--- config.mk ---
export PLATFORM = sky130hd
export DESIGN_NAME = ad9238_capture
export DESIGN_NICKNAME = d
export VERILOG_FILES = /design/src/rtl/ad_capture_pkg.sv /design/src/rtl/ad_trig_detect.sv /design/src/rtl/ad9238_capture.sv
export SDC_FILE = /design/constraint.sdc
export NUM_CORES = 1
export LEC_CHECK = 0
export CAP_MARGIN = 20
export CORE_MARGIN = 10
export CORE_UTILIZATION = 30
export DETAILED_ROUTE_END_ITERATION = 10
export PLACE_DENSITY = 0.6
export SLEW_MARGIN = 30
export SYNTH_ARGS = -nofsm -noshare
export SYNTH_HDL_FRONTEND = slang
export SYNTH_SLANG_ARGS = --single-unit
--- constraint.sdc ---
create_clock -name clk -period 4.4 [get_ports clk]
set_input_delay 0.88 -clock clk [delete_from_list [all_inputs] [get_ports clk]]
set_output_delay 0.88 -clock clk [all_outputs]
set_load 0.01 [all_outputs]
--- src/rtl/ad_capture_pkg.sv ---
// Shared constants for the AD9238 capture block: FSM state encoding,
// trigger-mode codes and the default sample width.
package ad_capture_pkg;

  localparam int DATA_W_DEF = 12;

  // Capture FSM states
  localparam logic [1:0] ST_IDLE    = 2'd0;
  localparam logic [1:0] ST_ARMED   = 2'd1;
  localparam logic [1:0] ST_CAPTURE = 2'd2;
  localparam logic [1:0] ST_DONE    = 2'd3;

  // Trigger modes; code 3 is reserved and behaves like TRIG_IMM
  localparam logic [1:0] TRIG_IMM  = 2'd0;
  localparam logic [1:0] TRIG_RISE = 2'd1;
  localparam logic [1:0] TRIG_FALL = 2'd2;

endpackage

--- src/rtl/ad_trig_detect.sv ---
// Threshold trigger: compares the previous kept sample (s2) with the current
// one (s1) as unsigned offset-binary values. Edge modes need a valid
// predecessor, so they are suppressed on the first kept sample after arm.
module ad_trig_detect
  import ad_capture_pkg::*;
#(
  parameter int DATA_W = DATA_W_DEF
) (
  input  logic [DATA_W-1:0] s1_i,
  input  logic [DATA_W-1:0] s2_i,
  input  logic [DATA_W-1:0] level_i,
  input  logic [1:0]        mode_i,
  input  logic              sample_en_i,
  input  logic              first_i,
  output logic              trig_o
);

  // Evaluate the trigger condition only on kept samples
  always_comb begin
    trig_o = 1'b0;
    if (sample_en_i) begin
      case (mode_i)
        TRIG_RISE: trig_o = !first_i && (s2_i < level_i) && (s1_i >= level_i);
        TRIG_FALL: trig_o = !first_i && (s2_i > level_i) && (s1_i <= level_i);
        default:   trig_o = first_i;
      endcase
    end
  end

endmodule

--- src/rtl/ad9238_capture.sv ---
// AD9238 capture front end: registers ADC samples, decimates, waits for a
// threshold trigger and then streams a fixed DEPTH-sample record into an
// external simple-dual-port RAM through registered write outputs.
module ad9238_capture
  import ad_capture_pkg::*;
#(
  parameter int DATA_W  = DATA_W_DEF,
  parameter int ADDR_W  = 10,
  parameter int DECIM_W = 16
) (
  input  logic               clk,
  input  logic               rst_n,
  output logic               adc_clk,
  input  logic [DATA_W-1:0]  adc_data,
  input  logic               adc_otr,
  input  logic               arm,
  input  logic               abort,
  input  logic [1:0]         trig_mode,
  input  logic [DATA_W-1:0]  trig_level,
  input  logic [DECIM_W-1:0] decim,
  output logic               wr_en,
  output logic [ADDR_W-1:0]  wr_addr,
  output logic [DATA_W-1:0]  wr_data,
  output logic               busy,
  output logic               done,
  output logic               ovr
);

  // Address of the write just before the last one; reaching it in CAPTURE
  // means the next kept sample completes the record.
  localparam logic [ADDR_W-1:0] ADDR_PENULT = {{(ADDR_W-1){1'b1}}, 1'b0};

  // ADC samples on the falling capture edge so data is stable at our rising edge
  assign adc_clk = ~clk;

  logic [DATA_W-1:0]  s1_data_q, s2_data_q;
  logic               s1_otr_q;
  logic [DECIM_W-1:0] cnt_q, decim_l_q;
  logic [1:0]         mode_l_q;
  logic [DATA_W-1:0]  level_l_q;
  logic [1:0]         state_q, state_d;
  logic               first_q, first_d;
  logic               wr_en_q, wr_en_d;
  logic [ADDR_W-1:0]  wr_addr_q, wr_addr_d;
  logic [DATA_W-1:0]  wr_data_q, wr_data_d;
  logic               done_q, done_d;
  logic               ovr_q, ovr_d;
  logic               sample_en, arm_ok, trig;

  // arm is honoured only from IDLE or DONE, and abort always wins
  assign arm_ok    = arm && !abort && ((state_q == ST_IDLE) || (state_q == ST_DONE));
  assign sample_en = (cnt_q == '0);

  // Input stage: s1 follows the pins every cycle, s2 holds the previous kept sample
  always_ff @(posedge clk or negedge rst_n) begin
    if (!rst_n) begin
      s1_data_q <= '0;
      s1_otr_q  <= 1'b0;
      s2_data_q <= '0;
    end else begin
      s1_data_q <= adc_data;
      s1_otr_q  <= adc_otr;
      if (sample_en) s2_data_q <= s1_data_q;
    end
  end

  // Decimation counter and trigger configuration, both latched on arm
  always_ff @(posedge clk or negedge rst_n) begin
    if (!rst_n) begin
      cnt_q     <= '0;
      decim_l_q <= '0;
      mode_l_q  <= TRIG_IMM;
      level_l_q <= '0;
    end else if (arm_ok) begin
      cnt_q     <= '0;
      decim_l_q <= decim;
      mode_l_q  <= trig_mode;
      level_l_q <= trig_level;
    end else if (cnt_q == decim_l_q) begin
      cnt_q <= '0;
    end else begin
      cnt_q <= cnt_q + 1'b1;
    end
  end

  ad_trig_detect #(
    .DATA_W(DATA_W)
  ) u_trig (
    .s1_i       (s1_data_q),
    .s2_i       (s2_data_q),
    .level_i    (level_l_q),
    .mode_i     (mode_l_q),
    .sample_en_i(sample_en),
    .first_i    (first_q),
    .trig_o     (trig)
  );

  // Capture FSM next-state and write-port logic
  always_comb begin
    state_d   = state_q;
    first_d   = first_q;
    wr_en_d   = 1'b0;
    wr_addr_d = wr_addr_q;
    wr_data_d = wr_data_q;
    done_d    = done_q;
    ovr_d     = ovr_q;
    if (abort) begin
      state_d   = ST_IDLE;
      wr_addr_d = '0;
      done_d    = 1'b0;
    end else begin
      case (state_q)
        ST_IDLE, ST_DONE: begin
          if (arm) begin
            state_d   = ST_ARMED;
            first_d   = 1'b1;
            wr_addr_d = '0;
            done_d    = 1'b0;
            ovr_d     = 1'b0;
          end
        end
        ST_ARMED: begin
          if (sample_en) begin
            first_d = 1'b0;
            if (trig) begin
              state_d   = ST_CAPTURE;
              wr_en_d   = 1'b1;
              wr_addr_d = '0;
              wr_data_d = s1_data_q;
              if (s1_otr_q) ovr_d = 1'b1;
            end
          end
        end
        default: begin
          if (sample_en) begin
            wr_en_d   = 1'b1;
            wr_addr_d = wr_addr_q + 1'b1;
            wr_data_d = s1_data_q;
            if (s1_otr_q) ovr_d = 1'b1;
            if (wr_addr_q == ADDR_PENULT) begin
              state_d = ST_DONE;
              done_d  = 1'b1;
            end
          end
        end
      endcase
    end
  end

  // Capture FSM and output registers
  always_ff @(posedge clk or negedge rst_n) begin
    if (!rst_n) begin
      state_q   <= ST_IDLE;
      first_q   <= 1'b0;
      wr_en_q   <= 1'b0;
      wr_addr_q <= '0;
      wr_data_q <= '0;
      done_q    <= 1'b0;
      ovr_q     <= 1'b0;
    end else begin
      state_q   <= state_d;
      first_q   <= first_d;
      wr_en_q   <= wr_en_d;
      wr_addr_q <= wr_addr_d;
      wr_data_q <= wr_data_d;
      done_q    <= done_d;
      ovr_q     <= ovr_d;
    end
  end

  assign wr_en   = wr_en_q;
  assign wr_addr = wr_addr_q;
  assign wr_data = wr_data_q;
  assign done    = done_q;
  assign ovr     = ovr_q;
  assign busy    = (state_q == ST_ARMED) || (state_q == ST_CAPTURE);

endmodule

==> qor.yml, run 1 <==
nNetsFinal: 615
synthFlopType: "dfrtp_1"
clock_latency_ns: 0.35
critPathLaunchType: "clock port"
post_drt_wl_per_cell_um: 15.6
cellPowerDensity_nw_per_um2: 603
initial_core_util: 0.304
power.leakage_nw: 2.83
chipHeight_um: 149
min_from: "s2_data_q[1]"
timing.rr.end: "wr_data[11]"
slew_viol_final: 0
drv_cap: 0
finalHoldViolations: 0
grt_max_degree: 74
r2r-start: "level_l_q[11]"
grt_pass1_vias: 3869
ctsHoldBuffers: 0
netlist_area_um2: 5010
max_stage_delay_ns: 0.52
antenna_found_initial: 1
max_slew_margin: 0.487
drc: 0
globalplace.congestion: 0.823
finClkSkew_ns: 0.00739
io-pin-count: 74
dr.pass1.iters: 4
crit_arrival_ns: 3.13
via_per_inst: 4.80
setup-violations-final: 0
placed_cells_incl_taps: 745
synth_edf_count: 0
grtUsageTotal: 0.111
diodes: 0
crit_path_end_kind: "output port"
path_max_fanout: 11
hp-class: "flop to flop"
die_area_um2: 22300
syn_inst: 466
core_area_um2: 16500
syn_to_final_growth_pct: 25.0
mostFrequentLayoutCell: "dfrtp_1"
synth_seq_cells: 99
wl_met2_um: 5530
slowest_stage: "clkdlybuf4s50_1"
dieWidth_um: 149
async_flop_share: 1.00
cts-root-buf: "clkbuf_16"
crit_type: "clock port to output port"
drt_iter0_drc: 292
cp_common_cell: "clkbuf_16"
final_cells: 761
cts_tree: "done"
holdPathEnd: "s2_data_q[1]"
worst-path-buf-inv: 4
rsz0062_at_grt: "false"
route.final.wire_length_um: 11900
ir_drop_mv: 0.215
place_hpwl_um: 8750
clk_pin_slew_worst_paths_ns: 0.06
grt_pass1_wl_um: 20000
clockBufferDepth: 2
seq_area_frac_synth: 0.495
critPathTopFamily: "buffers and inverters"
met1_length_um: 5490
grt_overflow_total: 0
synth_nets: 545
numCtsBuffers: 9
mostFrequentLayoutCells: "dfrtp_1 (99), clkdlybuf4s50_1 (72), nand2_1 (58), mux2_2 (32), ha_1 (32)"
final.fill_count: 1619
core.rowCount: 47
ys_types: 51
r2r_cells: 10
critPathRequiredTime_ns: 3.52
critical_path.cell_chain: "clkbuf_16 > clkbuf_16 > inv_1 > clkdlybuf4s50_1"
worst_pin_slew_ns: 0.770
cts-htree-levels: 3
ys_warn_count: 0
setup_tns_ns: 0
cts_resized: 0
antenna_left: 0
drive_above_1_share: 0.128
cts_setup_buffers: 0
dr.max_layer_used: "met5"
status: "completed"
whs_path_depth: 2
io_buffers: 73
vias: 3651
reg2reg_slack_ns: 1.29
wl_met3_um: 717
avgSynthCellArea_um2: 10.7
whs_ns: 0.493
## how the worst max path moves through the flow
stage	from	end	slack [ns]	depth (start not counted)
after floorplan	clk	adc_clk	1.25	1
after global placement	clk	adc_clk	0.78	2
after detailed placement	clk	adc_clk	0.78	2
after CTS	clk	adc_clk	0.37	4
after global routing	clk	adc_clk	0.35	4
final	clk	adc_clk	0.39	4
## logic make-up after synthesis
family / Yosys count / synth area share
simple gates: 149 / 0.145
flops: 99 / 0.495
compound gates: 66 / 0.0892
buf+inv: 49 / 0.0382
mux: 42 / 0.102
fa+ha+maj: 32 / 0.0800
xor+xnor: 29 / 0.0507
## synthesized netlist by cell type, types with 3 or more instances
cell | instances | share of area
mux2_2 | 32 | 0.072
nand3_1 | 19 | 0.019
dfrtp_1 | 99 | 0.49
a21oi_1 | 18 | 0.018
nor2_1 | 22 | 0.016
xnor2_1 | 3 | 0.0052
o311ai_0 | 3 | 0.0052
nand2b_1 | 3 | 0.0037
and3_1 | 5 | 0.0062
nand2_1 | 58 | 0.043
o21ai_0 | 18 | 0.018
xor2_1 | 26 | 0.045
nor4_1 | 10 | 0.012
mux2_4 | 10 | 0.030
and4_1 | 3 | 0.0052
clkbuf_1 | 17 | 0.013
o211ai_1 | 3 | 0.0045
nand4_1 | 12 | 0.015
ha_1 | 32 | 0.080
nor3_1 | 7 | 0.0070
inv_1 | 30 | 0.022
## where the power goes
group	switching [mW]	leakage [nW]	internal [mW]
logic	0.807	1.45	0.750
clock network	0.353	0.147	0.446
registers	0.211	1.23	1.21
## worst min-delay path, delay by kind of cell (launching register included)
family           cells  cell delay, ns
flip-flops           1            0.35
AND/OR/NAND/NOR      2            0.11
## sequential cells by signal, indices dropped and copies added, names as in the netlist
register	count
state_q	2
decim_l_q	16
wr_en	1
mode_l_q	2
s1_otr_q	1
s2_data_q	12
first_q	1
s1_data_q	12
wr_addr	10
wr_data	12
level_l_q	12
ovr	1
done	1
cnt_q	16
## routing by layer
metal	GRT usage	vias to the layer above
met5	0	-
met4	0.0294	2
met3	0.0388	12
met2	0.177	88
met1	0.138	1766
li1	-	1783
## final cells by class
class / instances / area [um^2] / area share
multi-input combinational: 318 / 2340 / 0.373
clock inverter: 4 / 23.8 / 0.00380
inverter: 30 / 113 / 0.0180
tap: 220 / 275 / 0.0440
sequential: 99 / 2480 / 0.396
clock buffer: 14 / 280 / 0.0448
timing repair buffer: 76 / 752 / 0.120
## through the flow
| stage | util | power [mW] | cell area (um^2) | worst slack (ns) |
|---|---|---|---|---|
| 3_5_place_dp | 0.362 | 3.03 | 5960 | 0.779 |
| 3_3_place_gp | 0.362 | 2.98 | 5960 | 0.779 |
| 4_1_cts | 0.380 | 3.83 | 6250 | 0.365 |
| 2_1_floorplan | - | 2.49 | 5010 | 1.25 |
| 6_report | 0.380 | 3.77 | 6260 | 0.394 |
| 5_1_grt | 0.380 | 4.08 | 6260 | 0.349 |
Note: power is estimated with default switching activity, not from simulation.
==> run 2: changes to the inputs <==
--- a/config.mk
+++ b/config.mk
@@ -10,7 +10,8 @@
 export CORE_UTILIZATION = 30
 export DETAILED_ROUTE_END_ITERATION = 10
 export PLACE_DENSITY = 0.6
-export SLEW_MARGIN = 30
+export SLEW_MARGIN = 20
 export SYNTH_ARGS = -nofsm -noshare
 export SYNTH_HDL_FRONTEND = slang
+export SYNTH_HIERARCHICAL = 1
 export SYNTH_SLANG_ARGS = --single-unit
==> run 2 against run 1 <==
Setup slack worse by 0.0043 ns; wire length is 6.2% higher; count of clock-buffer cells in the layout is 1 lower; total power is 0.66% lower; critical path depth stayed put; combinational power is 4% lower; clock power is 3.9% higher; cell count is 7.5% higher; clock skew is 0.0017 ns higher; design area is 0.88% higher; non-clock buffer count is 1 higher; global-route usage is 0.33 points higher; critical path type unchanged; critical endpoint unchanged; largest cell class unchanged; largest power group unchanged.
==> qor.yml, run 2 <==
drv_cap: 0  # unchanged
vias: 3931  # +7.7%
cts-root-buf: "clkbuf_16"
clock_latency_ns: 0.35  # about the same
max_slew_margin: 0.388  # -0.0985
crit_path_end_kind: "output port"
timing.rr.end: "wr_addr[5]"
critPathTopFamily: "buffers and inverters"
netlist.area_leader.share: 0.486  # -0.00863
hp-class: "input pin to async pin"
power.leakage_nw: 2.98  # +5.6%
via_per_inst: 4.81  # +0.17%
synth_nets: 607  # +11%
diodes: 0  # unchanged
synth_xor_area_frac: 0.0516  # +0.000834
grt_pass1_wl_um: 20500  # +2.3%
ys_top_cells_by_area: "dfrtp_1 (49%), nand2_1 (11%), ha_1 (8.1%)"
cts_setup_buffers: 0  # unchanged
synthFlopType: "dfrtp_1"
setup_tns_ns: 0  # unchanged
initial_core_util: 0.306  # +0.00212
slew_viol_final: 0  # unchanged
cellPowerDensity_nw_per_um2: 594  # -1.5%
crit_type: "clock port to output port"
post_drt_wl_per_cell_um: 15.4  # -1.2%
synth_fa_ha_area_frac: 0.0810  # +0.00106
cts_tree: "done"
cp_common_cell: "clkbuf_16"
synth_mux_area_frac: 0.0339  # -0.0681
drc: 0  # unchanged
slowest_stage: "clkdlybuf4s50_1"
status: "completed"
rsz0062_at_grt: "false"
core_area_um2: 16600  # +1.1%
numCtsBuffers: 9  # unchanged
critPathRequiredTime_ns: 3.52  # about the same
max_stage_delay_ns: 0.53  # about the same
worst_pin_slew_ns: 0.917  # +0.147 ns
mostFrequentLayoutCells: "nand2_1 (143), dfrtp_1 (99), clkdlybuf4s50_1 (72), ha_1 (33), nor2_1 (30)"
final_cells: 818  # +7.5%
dr.pass1.iters: 5  # +1
yosysMostFrequentCell: "nand2_1"
reg2reg_slack_ns: 1.24  # -0.05 ns
place_hpwl_um: 9520  # +8.8%
synth_compound_area_frac: 0.0705  # -0.0187
antenna_left: 0  # unchanged
finClkSkew_ns: 0.00910  # +0.00171 ns
setup_slack_ns: 0.390  # -0.00432 ns
cts-htree-levels: 3  # unchanged
whs_ns: 0.467  # -0.0265 ns
placed_cells_incl_taps: 802  # +7.7%
crit_arrival_ns: 3.13  # about the same
clk_pin_slew_worst_paths_ns: 0.07  # about the same
synthSimpleGateAreaFrac: 0.233  # +0.0876
globalplace.congestion: 0.855  # +4.0%
mostFrequentLayoutCell: "nand2_1"
ir_drop_mv: 0.214  # -0.51%
antenna_found_initial: 0  # -1
nNetsFinal: 673  # +9.4%
grt_overflow_total: 0  # unchanged
setup-violations-final: 0  # unchanged
syn_to_final_growth_pct: 23.9
place_ws_ns: 0.779  # unchanged
critical_path.cell_chain: "clkbuf_16 > clkbuf_16 > inv_1 > clkdlybuf4s50_1"
grt_pass1_vias: 4047  # +4.6%
worst-path-buf-inv: 4  # unchanged
async_flop_share: 1.00  # unchanged
syn_inst: 527  # +13%
r2r_cells: 11  # +1
yosys.area.top_type: "dfrtp_1"
dieWidth_um: 150  # +0.77%
clockBufferDepth: 2  # unchanged
drive_above_1_share: 0.0753  # -0.0523
ys_warn_count: 6  # +6
ctsHoldBuffers: 0  # unchanged
ys_types: 49  # -3.9%
seq_area_frac_synth: 0.486  # -0.00863
critPathLaunchType: "clock port"
grt_max_degree: 45  # -39%
synth_top_family_by_area: "simple AND/OR/NAND/NOR gates"
synth_common_cells: "nand2_1 (143), dfrtp_1 (99), ha_1 (33)"
route.final.wire_length_um: 12600  # +6.2%
top_regs: "cnt_q: 16 flops, decim_l_q: 16 flops"
core.rowCount: 47  # unchanged
die_area_um2: 22600  # +1.5%
chipHeight_um: 150  # +0.77%
finalHoldViolations: 0  # unchanged
synth_seq_cells: 99  # unchanged
r2r-start: "cnt_q[0]"
cts_resized: 0  # unchanged
netlist_area_um2: 5090  # +1.8%
avgSynthCellArea_um2: 9.67  # -10%
io-pin-count: 74  # unchanged
io_buffers: 73  # unchanged
grtUsageTotal: 0.114  # +0.00332
drt_iter0_drc: 290  # -0.68%
synth_edf_count: 0  # unchanged
path_max_fanout: 15  # +4
-- run 2: worst register-to-register path, cell delays in order (launching register included) --
cell and delay [ns]:
dfrtp_1 0.44, inv_1 0.09, ha_1 0.16, nor4b_1 0.24, nand4_1 0.26, inv_1 0.41
o311a_1 0.31, nor4b_1 0.25, nand4_1 0.16, a32o_1 0.42, o21ai_0 0.21, o31ai_1 0.10
-- run 2: cell families after synthesis --
group | after synthesis
and+or+nand+nor | 247
DFF | 99
AOI/OAI and AO/OA | 55
buffers and inverters | 51
adders and majority gates | 33
xor gates and xnor gates | 30
muxes | 12
-- run 2: layout make-up --
cell class / instances / area [um^2]
clock buffer: 13 / 256
clock inverter: 5 / 52.6
fill: 1636 / 10300
inverter: 27 / 101
multi-input combinational: 377 / 2390
sequential: 99 / 2480
tap: 220 / 275
timing repair buffer: 77 / 756
-- run 2: worst max path at each step --
stage	cells after the start	startpoint	slack, ns	end
after detailed placement	2	clk	0.78	adc_clk
after global routing	4	clk	0.32	adc_clk
after global placement	2	clk	0.78	adc_clk
final	4	clk	0.39	adc_clk
after floorplan	1	clk	1.25	adc_clk
after CTS	4	clk	0.36	adc_clk
-- run 2: metrics by stage --
step | utilization | power (mW) | cell area (um^2)
2_1_floorplan | - | 2.44 | 5090
3_3_place_gp | 0.362 | 2.91 | 6020
3_5_place_dp | 0.362 | 2.97 | 6020
4_1_cts | 0.379 | 3.81 | 6310
5_1_grt | 0.379 | 4.06 | 6310
6_report | 0.379 | 3.75 | 6310
-- run 2: routing by layer --
metal / GRT usage / share of wire / vias up
met5: 0 / 0 / -
met4: 0.0360 / 0.013 / 0
met3: 0.0375 / 0.060 / 14
met2: 0.190 / 0.50 / 76
met1: 0.136 / 0.43 / 1937
li1: - / - / 1904
-- run 2: power by group --
group	internal (mW)	switching (mW)
clock	0.473	0.357
combinational	0.678	0.815
sequential	1.20	0.223
